`src/rtl/fp_pkg.sv`:
```
// Shared fp32 definitions: field widths, bias, converter FSM states and
// 32-bit saturation constants (narrower integer widths shift these down).
package fp_pkg;

    localparam int unsigned FP32_EXP_W  = 8;
    localparam int unsigned FP32_FRAC_W = 23;
    localparam int unsigned FP32_MANT_W = FP32_FRAC_W + 1;
    localparam int unsigned FP32_BIAS   = 127;
    localparam logic [FP32_EXP_W-1:0] FP32_EXP_MAX = 8'hFF;

    // Alignment shift counter width; the longest shift is 23 positions.
    localparam int unsigned CNT_W = 5;

    typedef enum logic [1:0] {
        ST_IDLE  = 2'd0,
        ST_ALIGN = 2'd1,
        ST_OUT   = 2'd2
    } cvt_state_e;

    localparam logic [31:0] SAT_S_MAX_32 = 32'h7FFF_FFFF;
    localparam logic [31:0] SAT_S_MIN_32 = 32'h8000_0000;
    localparam logic [31:0] SAT_U_MAX_32 = 32'hFFFF_FFFF;
    localparam logic [31:0] SAT_U_NEG_32 = 32'h0000_0000;

    typedef struct packed {
        logic                   sign;
        logic [FP32_EXP_W-1:0]  exp;
        logic [FP32_FRAC_W-1:0] frac;
    } fp32_t;

    // Unbiased exponent as signed 9-bit: -127 .. 128.
    function automatic logic signed [8:0] unbiased_exp(input logic [FP32_EXP_W-1:0] exp);
        return $signed({1'b0, exp}) - 9'sd127;
    endfunction

endpackage

```
`src/rtl/fp32_unpack.sv`:
```
// Combinational fp32 field decoder, shared with the FP add/sub unit.
// Ports: i_operand (fp32) -> o_sign, o_exp, o_mant (hidden bit included),
//        o_is_zero, o_is_denorm, o_is_inf, o_is_nan.
module fp32_unpack
    import fp_pkg::*;
(
    input  logic [31:0]              i_operand,
    output logic                     o_sign,
    output logic [FP32_EXP_W-1:0]    o_exp,
    output logic [FP32_MANT_W-1:0]   o_mant,
    output logic                     o_is_zero,
    output logic                     o_is_denorm,
    output logic                     o_is_inf,
    output logic                     o_is_nan
);

    fp32_t w_fp;
    logic  w_exp_zero;
    logic  w_exp_max;
    logic  w_frac_zero;

    assign w_fp        = fp32_t'(i_operand);
    assign w_exp_zero  = (w_fp.exp == '0);
    assign w_exp_max   = (w_fp.exp == FP32_EXP_MAX);
    assign w_frac_zero = (w_fp.frac == '0);

    assign o_sign      = w_fp.sign;
    assign o_exp       = w_fp.exp;
    // Hidden bit is 1 for every nonzero exponent field.
    assign o_mant      = {~w_exp_zero, w_fp.frac};
    assign o_is_zero   = w_exp_zero & w_frac_zero;
    assign o_is_denorm = w_exp_zero & ~w_frac_zero;
    assign o_is_inf    = w_exp_max & w_frac_zero;
    assign o_is_nan    = w_exp_max & ~w_frac_zero;

endmodule

```
`src/rtl/fp32_to_int_converter.sv`:
```
// fp32 -> INT_W-bit integer converter, round toward zero, iterative alignment
// (one bit per cycle). Special/out-of-range operands bypass alignment.
// Ports: i_clk, i_rst_n (async, active-low); input handshake i_valid/o_ready
//        with i_operand and i_signed; output handshake o_valid/i_ready with
//        o_result and flags o_overflow, o_invalid, o_inexact.
module fp32_to_int_converter
    import fp_pkg::*;
#(
    parameter int unsigned INT_W = 32
)(
    input  logic             i_clk,
    input  logic             i_rst_n,
    input  logic             i_valid,
    output logic             o_ready,
    input  logic [31:0]      i_operand,
    input  logic             i_signed,
    output logic             o_valid,
    input  logic             i_ready,
    output logic [INT_W-1:0] o_result,
    output logic             o_overflow,
    output logic             o_invalid,
    output logic             o_inexact
);

    localparam logic [INT_W-1:0] SAT_S_MAX = INT_W'(SAT_S_MAX_32 >> (32 - INT_W));
    localparam logic [INT_W-1:0] SAT_S_MIN = INT_W'(SAT_S_MIN_32 >> (32 - INT_W));
    localparam logic [INT_W-1:0] SAT_U_MAX = INT_W'(SAT_U_MAX_32 >> (32 - INT_W));
    localparam logic [INT_W-1:0] SAT_U_NEG = INT_W'(SAT_U_NEG_32);

    // Largest in-range unbiased exponent for signed / first out-of-range for unsigned.
    localparam logic signed [8:0] E_SMAX  = 9'(INT_W - 1);
    localparam logic signed [8:0] E_UMAX  = 9'(INT_W);
    // Exponent at which the 24-bit mantissa is already an integer.
    localparam logic signed [8:0] E_ALIGN = 9'sd23;

    cvt_state_e r_state;
    logic                   r_sign;
    logic                   r_signed;
    logic [INT_W-1:0]       r_mag;
    logic [CNT_W-1:0]       r_cnt;
    logic                   r_dir_left;
    logic                   r_sticky;

    logic                   w_sign;
    logic [FP32_EXP_W-1:0]  w_exp;
    logic [FP32_MANT_W-1:0] w_mant;
    logic                   w_is_zero;
    logic                   w_is_denorm;
    logic                   w_is_inf;
    logic                   w_is_nan;

    logic signed [8:0]      w_e;
    logic signed [8:0]      w_e_m23;
    logic [CNT_W-1:0]       w_cnt;
    logic [INT_W-1:0]       w_sat;

    logic                   w_fast;
    logic [INT_W-1:0]       w_fast_res;
    logic                   w_fast_ovf;
    logic                   w_fast_inv;
    logic                   w_fast_inx;

    fp32_unpack u_unpack (
        .i_operand   (i_operand),
        .o_sign      (w_sign),
        .o_exp       (w_exp),
        .o_mant      (w_mant),
        .o_is_zero   (w_is_zero),
        .o_is_denorm (w_is_denorm),
        .o_is_inf    (w_is_inf),
        .o_is_nan    (w_is_nan)
    );

    assign o_ready = (r_state == ST_IDLE);

    // Shift distance and direction needed to place the binary point at bit 0.
    assign w_e     = unbiased_exp(w_exp);
    assign w_e_m23 = w_e - E_ALIGN;
    assign w_cnt   = w_e_m23[8] ? CNT_W'(-w_e_m23) : CNT_W'(w_e_m23);

    assign w_sat = i_signed ? (w_sign ? SAT_S_MIN : SAT_S_MAX)
                            : (w_sign ? SAT_U_NEG : SAT_U_MAX);

    // Operands whose result is known without alignment.
    always_comb begin
        w_fast     = 1'b1;
        w_fast_res = '0;
        w_fast_ovf = 1'b0;
        w_fast_inv = 1'b0;
        w_fast_inx = 1'b0;
        if (w_is_nan) begin
            w_fast_inv = 1'b1;
        end else if (w_is_inf) begin
            w_fast_inv = 1'b1;
            w_fast_res = w_sat;
        end else if (w_is_zero || w_is_denorm || w_e[8]) begin
            // Magnitude below one: truncates to zero.
            w_fast_inx = |{w_exp, w_mant[FP32_FRAC_W-1:0]};
        end else if (i_signed) begin
            if (w_e > E_SMAX) begin
                w_fast_ovf = 1'b1;
                w_fast_res = w_sat;
            end else if (w_e == E_SMAX) begin
                // Only -2^(INT_W-1) exactly is representable at this exponent.
                if (w_sign && (w_mant[FP32_FRAC_W-1:0] == '0)) begin
                    w_fast_res = SAT_S_MIN;
                end else begin
                    w_fast_ovf = 1'b1;
                    w_fast_res = w_sat;
                end
            end else begin
                w_fast = 1'b0;
            end
        end else begin
            if (w_e >= E_UMAX) begin
                w_fast_ovf = 1'b1;
                w_fast_res = w_sat;
            end else if (w_sign) begin
                w_fast_ovf = 1'b1;
                w_fast_res = SAT_U_NEG;
            end else begin
                w_fast = 1'b0;
            end
        end
    end

    // Control FSM with alignment datapath and registered outputs.
    always_ff @(posedge i_clk or negedge i_rst_n) begin
        if (!i_rst_n) begin
            r_state    <= ST_IDLE;
            r_sign     <= 1'b0;
            r_signed   <= 1'b0;
            r_mag      <= '0;
            r_cnt      <= '0;
            r_dir_left <= 1'b0;
            r_sticky   <= 1'b0;
            o_valid    <= 1'b0;
            o_result   <= '0;
            o_overflow <= 1'b0;
            o_invalid  <= 1'b0;
            o_inexact  <= 1'b0;
        end else begin
            case (r_state)
                ST_IDLE: begin
                    if (i_valid) begin
                        r_sign     <= w_sign;
                        r_signed   <= i_signed;
                        r_mag      <= INT_W'(w_mant);
                        r_cnt      <= w_cnt;
                        r_dir_left <= ~w_e_m23[8];
                        r_sticky   <= 1'b0;
                        if (w_fast) begin
                            o_result   <= w_fast_res;
                            o_overflow <= w_fast_ovf;
                            o_invalid  <= w_fast_inv;
                            o_inexact  <= w_fast_inx;
                            o_valid    <= 1'b1;
                            r_state    <= ST_OUT;
                        end else begin
                            r_state    <= ST_ALIGN;
                        end
                    end
                end
                ST_ALIGN: begin
                    if (r_cnt != '0) begin
                        if (r_dir_left) begin
                            r_mag <= r_mag << 1;
                        end else begin
                            r_mag    <= r_mag >> 1;
                            r_sticky <= r_sticky | r_mag[0];
                        end
                        r_cnt <= r_cnt - CNT_W'(1);
                    end else begin
                        o_result   <= (r_sign & r_signed) ? -r_mag : r_mag;
                        o_overflow <= 1'b0;
                        o_invalid  <= 1'b0;
                        o_inexact  <= r_sticky;
                        o_valid    <= 1'b1;
                        r_state    <= ST_OUT;
                    end
                end
                ST_OUT: begin
                    if (i_ready) begin
                        o_valid <= 1'b0;
                        r_state <= ST_IDLE;
                    end
                end
                default: begin
                    r_state <= ST_IDLE;
                end
            endcase
        end
    end

endmodule
```
`config.mk`:
```
export PLATFORM = sky130hd
export DESIGN_NAME = fp32_to_int_converter
export DESIGN_NICKNAME = d
export VERILOG_FILES = /design/src/rtl/fp_pkg.sv /design/src/rtl/fp32_unpack.sv /design/src/rtl/fp32_to_int_converter.sv
export SDC_FILE = /design/constraint.sdc
export NUM_CORES = 1
export LEC_CHECK = 0
export ABC_AREA = 1
export CORE_ASPECT_RATIO = 1.25
export CORE_MARGIN = 5
export CORE_UTILIZATION = 50
export DETAILED_ROUTE_END_ITERATION = 8
export PLACE_DENSITY = 0.74
export SETUP_SLACK_MARGIN = 0.05
export SLEW_MARGIN = 15
export SYNTH_ARGS = -nofsm -noshare
export SYNTH_HDL_FRONTEND = slang
export SYNTH_SLANG_ARGS = --single-unit
export TNS_END_PERCENT = 20
```
`constraint.sdc`:
```
create_clock -name i_clk -period 2.3 [get_ports i_clk]
set_input_delay 0.46 -clock i_clk [delete_from_list [all_inputs] [get_ports i_clk]]
set_output_delay 0.46 -clock i_clk [all_outputs]
set_load 0.02 [all_outputs]
```
* After elaboration in Yosys (flattened, before gate mapping)
Index checks and enable logic that the tools add are counted.
** Cells by class
- Add/subtract/negate cells :: 5
- $lt $le $gt $ge :: 2
- Shifts and indexed selects :: 0
- Mux-type cells :: 69
- $mul :: 0
- Reductions and logical operators :: 16
- Equal/unequal tests :: 10
- Bitwise operators :: 9
- Div/mod/pow operators :: 0
** Operators with widths (count)
- 32-bit two-way mux :: 18
- 32-bit case mux with 2 select lines :: 2
- 1-bit two-way mux :: 35
- 32-bit negation :: 1
- 31-bit OR reduction :: 1
- 23-bit zero test :: 1
- 5-bit two-way mux :: 3
- 2-bit inequality test, second input constant :: 5
- 5-bit case mux with 2 select lines :: 1
- 9-bit by 6-bit equality test with 1-bit output, second input constant :: 1
- 9-bit by 7-bit >= comparator with 1-bit output, second input constant :: 1
- 9-bit by 6-bit > comparator with 1-bit output, second input constant :: 1
- 8-bit by 7-bit subtractor with 9-bit output, second input constant :: 1
- 9-bit by 6-bit subtractor with 9-bit output, second input constant :: 1
- 8-bit equality test, second input constant :: 1
- 8-bit zero test :: 1
- 2-bit two-way mux :: 4
- 1-bit case mux with 2 select lines :: 4
- 4-bit AND reduction :: 2
- 2-bit case mux with 3 select lines :: 1
- 3-bit AND reduction :: 2
- 1-bit bitwise AND :: 5
- 5-bit negation :: 1
- 5-bit AND reduction :: 1
- 14 further kinds :: 17
** Word-level totals
- Logic and storage cells :: 123
- Output and inout port bits :: 37
- Bits in read-only memories :: 0
- Register bits :: 79
- Input bits :: 37
- Latch bits :: 0
- Memories kept :: 0
- Memory bits (writable) :: 0

* Depth between registers and ports, before layout
- Word-level depth :: 12
- Gate-level depth with buffers :: 17
- Gate-level depth less buffers :: 16

* Cells and area by module
From an unflattened synthesis, not the netlist that was laid out.
** Second synthesis, totals
- Cell total of the unflattened synthesis :: 885
- Area total of the unflattened synthesis :: 5783.0 µm²
** Modules (own cells, without submodules)
- fp32_to_int_converter :: sequential area each 1976.9 µm², instances 1, area an instance 5378.9 µm², cells an instance 814
- fp32_unpack :: sequential area each 0.0 µm², instances 1, area an instance 404.1 µm², cells an instance 71

* Worst setup path before layout
OpenSTA, ideal clock, no wires.
- Path kind :: input -> register
- Start :: input port i_operand[23]
- End :: register o_result[18]
- Arrival time :: 1.891 ns
- Buffers on the path :: 2
- Stages :: 15
- Slack :: 0.292 ns
- Library setup time :: 0.116 ns
- Required time :: 2.184 ns
- Path through :: inv_1 > ha_1 > nand2_1 > nor2_1 > nand3_1 > nand4_1 > nand2_1 > nand2_1 > nand2_2 > nand2_2 > nand3_4 > buf_8 > buf_8 > nand2_1 > nand2_1
** Between the ends
- Word-level cells in the longest chain between the ends :: 11
- Elaborated cells on any way between the ends :: 31
- Those cells by class :: 1 x add/sub; 2 x order compare; 3 x eq/ne; 17 x mux; 4 x bitwise; 4 x reduce/logical
** Ends and longest elaborated chain
- from (decl) :: RTL line fp32_to_int_converter.sv:15 : input logic [31:0] i_operand,
- parallel branches: the longest is 11 deep, another holds 8-bit by 7-bit subtractor with 9-bit output
- to (signal assigned) :: RTL line fp32_to_int_converter.sv:153 : o_result <= w_fast_res;
- to (signal assigned) :: RTL line fp32_to_int_converter.sv:174 : o_result <= (r_sign & r_signed) ? -r_mag : r_mag;
- to (decl) :: RTL line fp32_to_int_converter.sv:19 : output logic [INT_W-1:0] o_result,
Parallel ways; which one is timed is not known. The select of a mux whose other input is x is not followed.
A chain may end at the register's enable or synchronous reset.

* Worst setup path after layout
- Start :: input port i_operand[0]
- End :: register o_result[23]
** Between the ends
- Word-level cells in the longest chain between the ends :: 12
- Elaborated cells on any way between the ends :: 24
- Those cells by class :: 1 x eq/ne; 13 x mux; 5 x bitwise; 5 x reduce/logical
** Ends and longest elaborated chain
- 23-bit zero test * :: RTL line fp32_unpack.sv:25, fp32_to_int_converter.sv:105
- 1-bit logical AND :: RTL line fp32_to_int_converter.sv:105 : if (w_sign && (w_mant[FP32_FRAC_W-1:0] == '0)) begin
- 32-bit two-way mux :: RTL line fp32_to_int_converter.sv:105
- 32-bit two-way mux :: RTL line fp32_to_int_converter.sv:103 : end else if (w_e == E_SMAX) begin
- 32-bit two-way mux :: RTL line fp32_to_int_converter.sv:100 : if (w_e > E_SMAX) begin
- 32-bit two-way mux :: RTL line fp32_to_int_converter.sv:99 : end else if (i_signed) begin
- 32-bit two-way mux :: RTL line fp32_to_int_converter.sv:96 : end else if (w_is_zero || w_is_denorm || w_e[8]) begin
- 32-bit two-way mux :: RTL line fp32_to_int_converter.sv:93 : end else if (w_is_inf) begin
- 32-bit two-way mux :: RTL line fp32_to_int_converter.sv:91 : if (w_is_nan) begin
- 32-bit two-way mux :: RTL line fp32_to_int_converter.sv:152 : if (w_fast) begin
- 32-bit two-way mux :: RTL line fp32_to_int_converter.sv:145 : if (i_valid) begin
- 32-bit case mux with 2 select lines :: RTL line fp32_to_int_converter.sv:143 : case (r_state)
Mark *: on every way between the ends. The rest lies on a longest branch, timed or not. The select of a mux whose other input is x is not followed.

==> implementation parameters <==
Parameter                              Value

Pwr
  Worst IR drop on VDD ... 0.749 mV
  Sequential fraction of design power ... 0.294
  Share of total power in combinational logic ... 0.511
  Cell area power density ... 1180 mW/mm^2
  Net switching power ... 0.00372 W
  Int Power ... 0.00487 W
  Net switching fraction of the power ... 0.433
  Lkg Pwr ... 3.67 nW
  Share of total power in the clock network ... 0.195

STA
  Least-Margin Pin Slew ... 728 ps
  Worst slew margin relative to its limit ... 0.515
  Achievable clock frequency ... 0.462 GHz
  Max-slew violation count ... 0
  Least setup slack across all paths after layout ... 136 ps
  Final worst path period need ... 2160 ps
  Setup repair after global routing missed its margin ... yes
  Share of the cycle needed by the critical path after routing ... 0.941
  Worst setup skew after layout ... 6.85 ps
  Hold Fails Final Rpt ... 0
  # setup viols final ... 0

Outcome
  Outcome ... complete, no violations

Yosys
  Share of async-settable or async-resettable flops after synthesis ... 1.00
  Number of unique standard cell types used by synthesis ... 37
  Combined area of all synthesized cells ... 0.00537 mm^2
  Synthesized instance count ... 808
  Number of synthesized flops with an enable pin ... 0
  Mean Syn Cell Area ... 6.64 um^2
  Ys flop type ... sky130_fd_sc_hd__dfrtp_1
  Count of yosys warnings during synthesis ... 0
  Synthesized Nets ... 855
  Seq cells post-synth ... 79
  Part of the Yosys area used for sequential elements ... 0.368

Placement
  HPWL after DPL ... 11.5 mm
  Number of placed cells counting well taps ... 1,043
  Final weighted congestion in routability-driven placement ... 0.898
  Setup Slack @ Placement ... -667 ps
  Total of buffers placed on input and output ports ... 73

Final layout
  Layout-stage area growth over the synthesis result ... 36.1%
  Most common cell after layout, fill and taps aside ... sky130_fd_sc_hd__nand2_1
  Fraction of layout cells with a size suffix above 1 ... 0.152
  Final #Nets ... 980
  Diodes inserted ... 0
  Non-Filler Instances ... 1,070
  Highest-count cells in the layout ignoring fill and taps ... sky130_fd_sc_hd__nand2_1, sky130_fd_sc_hd__o21ai_0, sky130_fd_sc_hd__inv_1, sky130_fd_sc_hd__dfrtp_1, sky130_fd_sc_hd__buf_4

Floorplan
  Num rows ... 42
  Core outline area ... 0.0106 mm^2
  Die Width ... 103 um
  Number of I/O pins ... 74
  Initial core utilization ... 0.508
  Die Area ... 0.0129 mm^2
  Die height ... 126 um

Setup path
  Startpoint types ... primary input
  Largest stage delay on the critical path ... 440 ps
  CP max FO ... 15
  CP max-delay cell ... sky130_fd_sc_hd__clkdlybuf4s50_1
  WP buf/inv ... 3
  Required time of the critical path ... 2530 ps
  Family with the most delay on the worst path ... simple AND/OR/NAND/NOR gates
  CP cell instances ... clkdlybuf4s50_1 -> nor2_2 -> nand3_2 -> nor2_4 -> nand3_4 -> nor2_2 -> nand3_2 -> nand2_1 -> nand3b_1 -> buf_6 -> clkbuf_16 -> nand2_1 -> nand2_1 -> nand2_1
  Type of the worst setup path ... in -> reg
  Critical Path End Type ... register
  Library cell appearing most often on the critical path ... sky130_fd_sc_hd__nand2_1
  Data arrival time of the critical path ... 2400 ps

Flow run
  Max-cap violations ... 0

Route
  Iteration-0 DRC count of the detailed router ... 571
  Uppermost layer routed ... met4
  Post-detailed-route via-to-cell ratio ... 5.60
  Met3 routed wirelength ... 793 um
  DR vias ... 5,994
  Routed length on met2 ... 8.33 mm
  Post-DRT Antenna Nets ... 0
  Detailed Route WL ... 16.7 mm
  Number of iterations in the first detailed-routing pass ... 5
  Number of remaining DRC errors ... 0
  Detail-routed net length per standard cell ... 15.6 um
  Met1 WL ... 6.68 mm

Min path
  Worst hold path class ... in -> async

Global route
  Antenna violations before repair ... 0
  Wire length of the first global-routing pass ... 27.4 mm
  Vias in the first global route ... 5,883
  GRT overflow ... 0
  Total track usage ... 0.264
  Maximum number of pins on one net before global-route repair ... 60

CTS
  Buffers from clock root to sink, at most ... 2
  Clock latency at the later pin of the worst-skew pair ... 350 ps
  TritonCTS sink count ... 79
  CTS tree ... built
  Clock-pin slew of the registers on the worst-case setup and hold paths ... 60 ps
  Num CTS Buffers ... 9
  CTS Hold Bufs ... 0
  CTS HTree Levels ... 3
  Clock Root Buffer ... sky130_fd_sc_hd__clkbuf_16
## path summary, 6_finish.rpt
check | startpoint | end | slack, ps | cells after the start
max in group asynchronous | i_rst_n | r_mag[23] | 1670 | 2
worst max-delay path | i_operand[0] | o_result[23] | 140 | 14
worst min-delay path | i_rst_n | r_mag[9] | 6 | 1
worst min register to register | o_valid | o_valid | 470 | 2
min in group i_clk | o_valid | o_valid | 470 | 2
worst max register to register | r_mag[0] | o_result[31] | 200 | 14
## cell families after synthesis
logic type	share of synthesized area
DFF	0.368
xor gates and xnor gates	0.00326
and+or+nand+nor	0.310
AOI/OAI and AO/OA	0.198
buffers and inverters	0.0972
adders and majority gates	0.0233
## registers in the layout, summed over array words and instances, names as in the netlist, 2 cells and up
register,flops
r_cnt,5
r_state,2
o_result,32
r_mag,32
## layout make-up
type                            count  area (um^2)
Tap cell                          132          165
Inverter                           83          324
Multi-Input combinational cell    607         2980
Sequential cell                    79         1980
Clock inverter                      6          118
Timing Repair Buffer              153         1510
Clock buffer                       10          229
Fill cell                         840         3260
## timing repair
action / 4_1_cts / 5_1_grt
setup buffers: 4 / 1
cloned: 4 / 2
pin swaps: 3 / 7
gates resized for setup: 22 / 32
hold endpoints to repair: 0 / 0
endpoints found under the setup margin: 41 / 39
## power by group through the flow
stage / Sequential (W) / Combinational, W / Clock (W)
floorplan: 0.00270 / 0.00222 / 0
global placement: 0.00249 / 0.00378 / 0
detailed placement: 0.00251 / 0.00386 / 0
CTS: 0.00249 / 0.00430 / 0.00170
global route: 0.00260 / 0.00485 / 0.00176
finish: 0.00252 / 0.00439 / 0.00168
## Yosys cell counts, types with 2 or more instances
cell / n / area (um^2)
sky130_fd_sc_hd__a31oi_1: 2 / 12.5
sky130_fd_sc_hd__clkbuf_1: 25 / 93.8
sky130_fd_sc_hd__ha_1: 10 / 125
sky130_fd_sc_hd__buf_6: 2 / 22.5
sky130_fd_sc_hd__nand4_1: 12 / 75.1
sky130_fd_sc_hd__nand2_2: 3 / 18.8
sky130_fd_sc_hd__xor2_1: 2 / 17.5
sky130_fd_sc_hd__nand3b_1: 2 / 15.0
sky130_fd_sc_hd__o21bai_1: 2 / 15.0
sky130_fd_sc_hd__a21oi_1: 62 / 310
sky130_fd_sc_hd__nand2_1: 243 / 912
sky130_fd_sc_hd__nand3_2: 2 / 20.0
sky130_fd_sc_hd__nor2_2: 2 / 12.5
sky130_fd_sc_hd__nor3_1: 8 / 40.0
sky130_fd_sc_hd__buf_8: 3 / 45.0
sky130_fd_sc_hd__or2_2: 6 / 37.5
sky130_fd_sc_hd__dfrtp_1: 79 / 1980
sky130_fd_sc_hd__buf_2: 6 / 30.0
sky130_fd_sc_hd__nor2_1: 55 / 206
sky130_fd_sc_hd__o211ai_1: 10 / 75.1
sky130_fd_sc_hd__buf_4: 2 / 15.0
sky130_fd_sc_hd__inv_1: 81 / 304
sky130_fd_sc_hd__o21ai_0: 123 / 616
sky130_fd_sc_hd__nand3_1: 53 / 265
## through the flow
stage	total power [W]	area [um^2]	utilization	hold slack, ps	TNS, ps
after CTS	0.00849	7160	0.678	7.31	0
after global routing	0.00921	7300	0.692	27.8	0
after floorplan	0.00492	5370	-	164	0
after global placement	0.00627	6620	0.627	371	-18010
final	0.00859	7300	0.692	6.32	0
after detailed placement	0.00637	6620	0.627	376	-24260
## layer usage
metal	GRT usage	vias up
li1	-	2909
met4	0.140	0
met5	0	-
met3	0.0420	49
met2	0.443	211
met1	0.321	2825
Power figures use the tool's default switching activity.
